### src/rtl/i2s_pkg.sv
// i2s_pkg
//   Definitions shared by the I2S transmitter, receiver and APB wrapper.
//   - i2s_tx_state_t   : transmit serializer FSM state
//   - I2S_DATA_W_DEF   : default bits per channel
//   - I2S_CLK_DIV_DEF  : default clk cycles per SCK half-period
package i2s_pkg;

    localparam int I2S_DATA_W_DEF  = 16;
    localparam int I2S_CLK_DIV_DEF = 4;

    typedef enum logic [0:0] {
        IDLE = 1'b0,
        RUN  = 1'b1
    } i2s_tx_state_t;

endpackage

### src/rtl/i2s_tx_serializer_if.sv
// i2s_tx_serializer_if
//   Groups the TX FIFO read side and the I2S pin side of the serializer.
//   Signals:
//     fifo_empty  FIFO empty flag
//     fifo_data   FIFO head word (first-word-fall-through), {left, right}
//     fifo_rd     single-cycle pop strobe
//     i2s_sck     bit clock
//     i2s_ws      word select (0 = left, 1 = right)
//     i2s_sd      serial data, MSB first
//   Modports:
//     master  the serializer (reads the FIFO, drives the pins)
//     slave   the FIFO / pin environment
interface i2s_tx_serializer_if
    import i2s_pkg::*;
#(
    parameter int DATA_W = I2S_DATA_W_DEF
);
    logic                  fifo_empty;
    logic [2*DATA_W-1:0]   fifo_data;
    logic                  fifo_rd;
    logic                  i2s_sck;
    logic                  i2s_ws;
    logic                  i2s_sd;

    modport master (
        input  fifo_empty,
        input  fifo_data,
        output fifo_rd,
        output i2s_sck,
        output i2s_ws,
        output i2s_sd
    );

    modport slave (
        output fifo_empty,
        output fifo_data,
        input  fifo_rd,
        input  i2s_sck,
        input  i2s_ws,
        input  i2s_sd
    );
endinterface

### src/rtl/i2s_sck_gen.sv
// i2s_sck_gen
//   Bit-clock divider. sck toggles every CLK_DIV clk cycles while clear is low.
//   Ports:
//     clk       system clock, rising edge
//     rst       asynchronous active-low reset
//     clear     hold divider at zero with sck low
//     sck       registered bit clock
//     sck_rise  high in the cycle whose closing clk edge drives sck 0->1
//     sck_fall  high in the cycle whose closing clk edge drives sck 1->0
module i2s_sck_gen #(
    parameter int CLK_DIV = 4
) (
    input  logic clk,
    input  logic rst,
    input  logic clear,
    output logic sck,
    output logic sck_rise,
    output logic sck_fall
);
    localparam int CNT_W = (CLK_DIV > 1) ? $clog2(CLK_DIV) : 1;
    localparam logic [CNT_W-1:0] CNT_MAX = CNT_W'(CLK_DIV - 1);

    logic [CNT_W-1:0] cnt;
    logic             phase_end;

    assign phase_end = (cnt == CNT_MAX);

    // Ticks look ahead one cycle so the consumer can act on the same edge
    // that moves sck.
    assign sck_rise = !clear && phase_end && !sck;
    assign sck_fall = !clear && phase_end &&  sck;

    always_ff @(posedge clk or negedge rst) begin
        if (!rst) begin
            cnt <= '0;
            sck <= 1'b0;
        end else if (clear) begin
            cnt <= '0;
            sck <= 1'b0;
        end else if (phase_end) begin
            cnt <= '0;
            sck <= ~sck;
        end else begin
            cnt <= cnt + 1'b1;
        end
    end
endmodule

### src/rtl/i2s_tx_serializer.sv
// i2s_tx_serializer
//   Drains {left, right} words from the TX FIFO and drives the I2S bus.
//   One FIFO word is popped per frame; an empty FIFO at a frame start sends
//   a zero frame and pulses underrun. Disabling stops at the next frame
//   boundary after the frame in flight completes.
//   Ports:
//     clk           system clock, rising edge
//     rst           asynchronous active-low reset
//     enable        1 = run, 0 = stop at next frame boundary
//     bus           i2s_tx_serializer_if.master (FIFO read side + I2S pins)
//     busy          1 while in RUN
//     underrun      one-cycle pulse when a frame starts with the FIFO empty
//     underrun_cnt  saturating underrun count (only with the macro below)
//   Build option:
//     I2S_TX_UNDERRUN_CNT_EN  adds the 16-bit underrun_cnt output
module i2s_tx_serializer
    import i2s_pkg::*;
#(
    parameter int DATA_W  = I2S_DATA_W_DEF,
    parameter int CLK_DIV = I2S_CLK_DIV_DEF
) (
    input  logic                clk,
    input  logic                rst,
    input  logic                enable,
    i2s_tx_serializer_if.master bus,
    output logic                busy,
    output logic                underrun
`ifdef I2S_TX_UNDERRUN_CNT_EN
    ,
    output logic [15:0]         underrun_cnt
`endif
);
    localparam int FRAME_BITS = 2 * DATA_W;
    localparam int BIT_W      = $clog2(FRAME_BITS);
    localparam logic [BIT_W-1:0] BIT_LAST = BIT_W'(FRAME_BITS - 1);

    i2s_tx_state_t          state, state_next;
    logic [BIT_W-1:0]       bit_cnt;
    logic [BIT_W-1:0]       bit_next;
    logic [FRAME_BITS-1:0]  shreg;
    logic                   ws_q;

    logic sck;
    logic sck_fall;
    logic sck_rise_unused;   // transmitter only acts on falling edges

    logic fifo_rd_c;
    logic underrun_c;
    logic load_word;
    logic load_zero;
    logic go_idle;
    logic frame_end;

    // WS leads the channel by one bit: it is high from the last left bit up
    // to the second-to-last right bit.
    function automatic logic ws_for_bit(input int k);
        return (k >= DATA_W - 1) && (k <= 2 * DATA_W - 2);
    endfunction

    i2s_sck_gen #(
        .CLK_DIV (CLK_DIV)
    ) u_sck_gen (
        .clk      (clk),
        .rst      (rst),
        .clear    (state == IDLE),
        .sck      (sck),
        .sck_rise (sck_rise_unused),
        .sck_fall (sck_fall)
    );

    assign bit_next  = bit_cnt + 1'b1;
    assign frame_end = (state == RUN) && sck_fall && (bit_cnt == BIT_LAST);

    always_ff @(posedge clk or negedge rst) begin
        if (!rst) begin
            state <= IDLE;
        end else begin
            state <= state_next;
        end
    end

    always_comb begin
        state_next = state;
        fifo_rd_c  = 1'b0;
        underrun_c = 1'b0;
        load_word  = 1'b0;
        load_zero  = 1'b0;
        go_idle    = 1'b0;
        unique case (state)
            IDLE: begin
                // rst gates the start so no pop is issued while held in reset
                if (rst && enable && !bus.fifo_empty) begin
                    state_next = RUN;
                    fifo_rd_c  = 1'b1;
                    load_word  = 1'b1;
                end
            end
            RUN: begin
                if (frame_end) begin
                    if (!enable) begin
                        state_next = IDLE;
                        go_idle    = 1'b1;
                    end else if (!bus.fifo_empty) begin
                        fifo_rd_c  = 1'b1;
                        load_word  = 1'b1;
                    end else begin
                        underrun_c = 1'b1;
                        load_zero  = 1'b1;
                    end
                end
            end
            default: state_next = IDLE;
        endcase
    end

    always_ff @(posedge clk or negedge rst) begin
        if (!rst) begin
            bit_cnt <= '0;
            shreg   <= '0;
            ws_q    <= 1'b1;
        end else if (load_word) begin
            bit_cnt <= '0;
            shreg   <= bus.fifo_data;
            ws_q    <= ws_for_bit(0);
        end else if (load_zero) begin
            bit_cnt <= '0;
            shreg   <= '0;
            ws_q    <= ws_for_bit(0);
        end else if (go_idle) begin
            bit_cnt <= '0;
            shreg   <= '0;
            ws_q    <= 1'b1;
        end else if (state == RUN && sck_fall) begin
            bit_cnt <= bit_next;
            shreg   <= {shreg[FRAME_BITS-2:0], 1'b0};
            ws_q    <= ws_for_bit(int'(bit_next));
        end
    end

`ifdef I2S_TX_UNDERRUN_CNT_EN
    always_ff @(posedge clk or negedge rst) begin
        if (!rst) begin
            underrun_cnt <= '0;
        end else if (underrun_c && underrun_cnt != 16'hFFFF) begin
            underrun_cnt <= underrun_cnt + 16'd1;
        end
    end
`endif

    assign bus.fifo_rd = fifo_rd_c;
    assign bus.i2s_sck = sck;
    assign bus.i2s_ws  = ws_q;
    assign bus.i2s_sd  = shreg[FRAME_BITS-1];
    assign busy        = (state == RUN);
    assign underrun    = underrun_c;
endmodule
### src/flat_wrapper.sv
// flat-port wrapper written by rule: the top's interface ports become plain ports
module i2s_tx_serializer_flat import i2s_pkg::*;
#(
    parameter int DATA_W  = I2S_DATA_W_DEF,
    parameter int CLK_DIV = I2S_CLK_DIV_DEF
)
  (clk, rst, enable, busy, underrun, bus_fifo_empty, bus_fifo_data, bus_fifo_rd, bus_i2s_sck, bus_i2s_ws, bus_i2s_sd);
  i2s_tx_serializer_if #(.DATA_W(DATA_W)) bus_i ();
  input  logic clk;
  input  logic rst;
  input  logic enable;
  output logic busy;
  output logic underrun;
  input wire logic [$bits(bus_i.fifo_empty)-1:0] bus_fifo_empty;
  input wire logic [$bits(bus_i.fifo_data)-1:0] bus_fifo_data;
  output wire logic [$bits(bus_i.fifo_rd)-1:0] bus_fifo_rd;
  output wire logic [$bits(bus_i.i2s_sck)-1:0] bus_i2s_sck;
  output wire logic [$bits(bus_i.i2s_ws)-1:0] bus_i2s_ws;
  output wire logic [$bits(bus_i.i2s_sd)-1:0] bus_i2s_sd;
  assign bus_i.fifo_empty = bus_fifo_empty;
  assign bus_i.fifo_data = bus_fifo_data;
  assign bus_fifo_rd = bus_i.fifo_rd;
  assign bus_i2s_sck = bus_i.i2s_sck;
  assign bus_i2s_ws = bus_i.i2s_ws;
  assign bus_i2s_sd = bus_i.i2s_sd;
  i2s_tx_serializer #(.DATA_W(DATA_W), .CLK_DIV(CLK_DIV)) u_core (.clk(clk), .rst(rst), .enable(enable), .bus(bus_i), .busy(busy), .underrun(underrun));
endmodule
### config.mk
export PLATFORM = sky130hd
export DESIGN_NAME = i2s_tx_serializer_flat
export DESIGN_NICKNAME = d
export VERILOG_FILES = /design/src/rtl/i2s_pkg.sv /design/src/rtl/i2s_tx_serializer_if.sv /design/src/rtl/i2s_sck_gen.sv /design/src/rtl/i2s_tx_serializer.sv /design/src/flat_wrapper.sv
export SDC_FILE = /design/constraint.sdc
export NUM_CORES = 1
export LEC_CHECK = 0
export CAP_MARGIN = 15
export CORE_UTILIZATION = 51
export DETAILED_ROUTE_END_ITERATION = 8
export PLACE_DENSITY = 0.89
export RECOVER_POWER = 25
export SLEW_MARGIN = 20
export SYNTH_ARGS = -nofsm -noshare
export SYNTH_HDL_FRONTEND = slang
export SYNTH_HIERARCHICAL = 1
export SYNTH_SLANG_ARGS = --single-unit
### constraint.sdc
create_clock -name clk -period 3.1 [get_ports clk]
set_input_delay 0.775 -clock clk [delete_from_list [all_inputs] [get_ports clk]]
set_output_delay 0.775 -clock clk [all_outputs]
set_load 0.1 [all_outputs]
* Word level (Yosys, flattened, before mapping) *
Cells that the tools add are included.

storage, ports and cells
  register bits = 42
  input bits = 36
  output and inout port bits = 6
  logic and storage cells = 55

cells by class
  add/subtract/negate cells = 2
  order comparisons = 2
  equal/unequal tests = 3
  multiplexer cells = 31
  bitwise logic cells = 2
  reduce and logical (&&, ||, !) cells = 9

operators by type and width
  kind                                                               number
  two-way mux 32 bit                                                 4
  two-way mux 5 bit                                                  4
  two-way mux 1 bit                                                  19
  logical AND 1 bit                                                  7
  adder 5 x 1 -> 5 bit, second input constant                        1
  equality test 5 bit, second input constant                         1
  greater-or-equal comparator 5 x 4 -> 1 bit, second input constant  1
  <= comparator 5 bit, second input constant                         1
  two-way mux 2 bit                                                  2
  one-hot mux 1 bit (2 select lines)                                 2
  nonzero test 4 bit                                                 1
  adder 2 x 1 -> 2 bit, second input constant                        1
  equality test 2 bit, second input constant                         1
  inequality test 2 bit, second input constant                       1
  inverter 1 bit                                                     2
  zero test 1 bit                                                    1

* Logic depth before layout (Yosys ltp) *
Gate-level depths: netlist (run 1).

  depth in word-level cells = 10
  mapped depth = 10
  depth with buffers taken out = 8

* Modules after synthesis *
Netlist (run 1), hierarchy kept.

modules (own cells, without submodules)
  module             times used  cells an instance  area each (µm²)  sequential area each (µm²)
  i2s_tx_serializer  1           200                1938.1           977.2
  i2s_sck_gen        1           10                 128.9            75.1

* Least setup slack after synthesis (run 1) *
Ideal clock, no wire load.

  path type = reg2out
  start = register u_core.state, in the netlist u_core/busy
  end = output underrun
  data arrival time = 2928 ps
  slack = -603 ps
  stages on the path, launching flop included = 6
  cell sequence = dfrtp_1 -> clkbuf_1 -> inv_1 -> and3b_2 -> nand2_1 -> nor2_1

on the way
  cells in the longest elaborated chain, start to end = 6

RTL lines
  item                            line                     RTL
  from (decl)                     i2s_tx_serializer.sv:37  i2s_tx_state_t state, state_next;
  from (signal assigned)          i2s_tx_serializer.sv:78  state <= state_next;
  logical AND 1 bit (2 in a row)  i2s_sck_gen.sv:31        assign sck_fall = !clear && phase_end && sck;
  named net u_core.sck_fall       i2s_tx_serializer.sv:44  logic sck_fall;
  logical AND 1 bit (2 in a row)  i2s_tx_serializer.sv:72  assign frame_end = (state == RUN) && sck_fall && (bit_cnt == BIT_LAST);
  two-way mux 1 bit               i2s_tx_serializer.sv:99  if (frame_end) begin
  two-way mux 1 bit               i2s_tx_serializer.sv:89  unique case (state)
  to (decl)                       flat_wrapper.sv:13       output logic underrun;

The timed path passes the listed nets, and every way through them passes these cells.

* Worst setup path after layout (run 1) *
  start = input bus_fifo_empty
  end = output bus_fifo_rd

on the way
  cells in the longest elaborated chain, start to end = 4
  elaborated cells on any way between the ends = 7
  classes of those cells = 5 x mux; 2 x reduce/logical

RTL lines
  item                                                    line                                               RTL
  from (decl)                                             flat_wrapper.sv:14                                 input wire logic [$bits(bus_i.fifo_empty)-1:0] bus_fifo_empty;
  two-way mux 1 bit or zero test 1 bit (tied branches)    i2s_tx_serializer.sv:103, i2s_tx_serializer.sv:92
  two-way mux 1 bit or logical AND 1 bit (tied branches)  i2s_tx_serializer.sv:100, i2s_tx_serializer.sv:92
  two-way mux 1 bit (on tied branches)                    i2s_tx_serializer.sv:99, i2s_tx_serializer.sv:92
  one-hot mux 1 bit (2 select lines) *                    i2s_tx_serializer.sv:89
  to (decl)                                               flat_wrapper.sv:16                                 output wire logic [$bits(bus_i.fifo_rd)-1:0] bus_fifo_rd;

Every way passes the cells marked *; elsewhere a longest branch is shown, timed or not.

==> results of run 1 <==
-- cell usage in the layout (no fill, tap or decap), drive strengths merged, types with 2 or more instances in the layout --
cell / n
dfrtp: 41
nand2: 8
xnor2: 2
o21a: 2
nor2: 69
clkinvlp: 2
nor3: 2
buf: 14
o21ai: 8
ha: 5
or3: 2
clkbuf: 6
a221oi: 31
clkdlybuf4s50: 34
inv: 6
a31oi: 2
nand3: 3
-- flip-flops by register name (all words and copies together) (netlist names) --
signal                flops
u_core/shreg             32
u_core/bit_cnt            5
u_core/u_sck_gen/cnt      2
u_core/bus.i2s_ws         1
u_core/busy               1
u_core/u_sck_gen/sck      1
-- layer usage --
metal,up-vias,global-route usage,share of wire
li1,827,-,-
met1,869,0.275,0.44
met2,54,0.392,0.49
met3,6,0.0660,0.056
met4,0,0.0924,0.015
met5,-,0,0
-- cell type report --
type | count | share of cell area
Clock buffer | 5 | 0.0262
Timing Repair Buffer | 49 | 0.181
Inverter | 6 | 0.00858
Multi-Input combinational cell | 146 | 0.343
Tap cell | 48 | 0.0229
Clock inverter | 3 | 0.0172
Sequential cell | 42 | 0.401
-- report_power, final --
group / switching (mW) / internal (mW)
clock: 0.190 / 0.239
combinational: 0.0315 / 0.0464
sequential: 0.00770 / 0.560
-- worst paths after layout --
path                                         start                       to  slack, ns  cells past startpoint
max                                 bus_fifo_empty              bus_fifo_rd       0.19                      5
min                        u_core/u_sck_gen/cnt[0]  u_core/u_sck_gen/cnt[0]       0.44                      1
max reg2reg                      u_core/bit_cnt[0]         u_core/shreg[12]       0.69                      9
min reg2reg                u_core/u_sck_gen/cnt[0]  u_core/u_sck_gen/cnt[0]       0.44                      1
max in group asynchronous                      rst              u_core/busy       2.09                      2
min in group asynchronous                      rst     u_core/u_sck_gen/sck       0.62                      2
==> results.rst, run 1 <==
.. list-table::
   :header-rows: 1

   * - Metric
     - Value
   * - Status
     - finished clean
   * - Final critical path time including I/O delays and setup
     - 2.91 ns
   * - Number of global-route vias before repair
     - 1,709
   * - Fmax
     - 344 MHz
   * - Total GRT Usage
     - 0.231
   * - Class of the most critical hold timing path
     - reg2reg
   * - Max_cap viols
     - 0
   * - Mapped Nets
     - 250
   * - Number of instances resized during post-cts repair
     - 0
   * - Cell Chain, Critical Path
     - clkdlybuf4s50_1, nand3b_1, o21a_1, nor3b_4, buf_12
   * - TritonRoute pass-1 iters
     - 4
   * - Final ANT Viol Nets
     - 0
   * - Kind of launch point of the worst setup path
     - input port
   * - Crit path DAT
     - 2.14 ns
   * - Area of the placeable core
     - 3770 µm²
   * - Sink count of the clock tree
     - 42
   * - Leakage dissipation
     - 1.21 nW
   * - Clock network latency to the later pin of the worst-skew pair
     - 0.30 ns
   * - Number of buffers on the longest clock path
     - 2
   * - Worst slack at placement
     - 0.187 ns
   * - Hold Violations, Final
     - 0
   * - Total wire length after detailed routing
     - 4460 µm
   * - Die Footprint
     - 4300 µm²
   * - Die H
     - 65.5 µm
   * - Initial Utilization
     - 0.546
   * - Number of warning messages in the yosys log
     - 6
   * - Power density normalized to cell area
     - 410 nW/µm²
   * - Syn Area/Cell
     - 9.85 µm²
   * - Post-route fraction of the period consumed by the critical path
     - 0.939
   * - GRT Residual Overflow
     - 0
   * - Fraction of final layout cells sized beyond drive strength 1
     - 0.143
   * - Final setup violation count
     - 0
   * - Count of final max-slew check failures
     - 0
   * - DP Area
     - 2510 µm²
   * - Required time of the critical path
     - 2.32 ns
   * - Storage element area
     - 1050 µm²
   * - Critical path buffers and inverters
     - 2
   * - Cell family with the largest share of critical-path delay
     - buffers and inverters
   * - Post-route setup TNS
     - 0 ns
   * - Core Util, Final
     - 0.696
   * - Multi-input combinational cell area
     - 902 µm²
   * - Final worst hold slack
     - 0.440 ns
   * - Routed wire length per instance
     - 14.9 µm
   * - Antenna violations before repair
     - 0
   * - Final setup margin
     - 0.189 ns
   * - Global-route wire length before repair
     - 7420 µm
   * - Power, Total
     - 1.08 mW
   * - Max H-tree Level
     - 2
   * - Synth-to-layout area growth
     - 27.5%
   * - Transition time at the pin with the least slew margin
     - 0.525 ns
   * - Clock slew at reported path FFs
     - 0.08 ns
   * - Number of DRC markers after the initial detailed-route iteration
     - 160
   * - Final weighted congestion in routability-driven placement
     - 0.752
   * - Cell count after synthesis
     - 209
   * - Die boundary width
     - 65.5 µm
   * - Overall via count from detail_route
     - 1,756
   * - Fill cell instance count of the final layout
     - 292
   * - Setup repair after global routing missed its margin
     - no
   * - Half-perimeter wire length after placement
     - 2880 µm
   * - Via-per-instance ratio
     - 5.87
   * - Synthesized area
     - 2060 µm²
   * - Remaining design rule violation count
     - 0
   * - Normalized max-slew margin
     - 0.650
   * - CTS Root Buffer Type
     - sky130_fd_sc_hd__clkbuf_8
   * - Maximum VDD drop
     - 0.000291 V
   * - Ports placed on the boundary
     - 42
   * - Non-filler instance count after layout
     - 299
   * - Number of clock buffers inserted by TritonCTS
     - 5
   * - TritonCTS clock tree
     - built
   * - Worst path slowest cell
     - sky130_fd_sc_hd__clkdlybuf4s50_1
   * - Worst path max stage delay
     - 0.46 ns
   * - Worst clock skew on the final layout
     - 0.00856 ns
   * - Critical-path maximum fanout
     - 3
   * - Critical Path End Type
     - output pin
   * - Maximum number of pins on one net before global-route repair
     - 43
   * - PortBufs
     - 41
   * - Number of standard-cell rows in the floorplan
     - 22
   * - Summed area of non-filler cells in the final layout
     - 2630 µm²
   * - Number of antenna repair diodes
     - 0
   * - Placed Cells incl. Taps
     - 291
   * - Number of buffers inserted for hold repair after clock tree synthesis
     - 0
   * - Crit Path Class
     - in2out
   * - Layout Nets
     - 291
   * - Postcts setup bufs
     - 0
Note: power is estimated with default switching activity, not from simulation.
==> run 2: changes to the inputs <==
--- a/config.mk
+++ b/config.mk
@@ -5,8 +5,9 @@
 export SDC_FILE = /design/constraint.sdc
 export NUM_CORES = 1
 export LEC_CHECK = 0
-export CAP_MARGIN = 15
+export CAP_MARGIN = 20
 export CORE_UTILIZATION = 51
+export CTS_CLUSTER_DIAMETER = 100
 export DETAILED_ROUTE_END_ITERATION = 8
 export PLACE_DENSITY = 0.89
 export RECOVER_POWER = 25
==> results of run 2 <==
Final layout, timing and power as in run 1 (identical DEF).
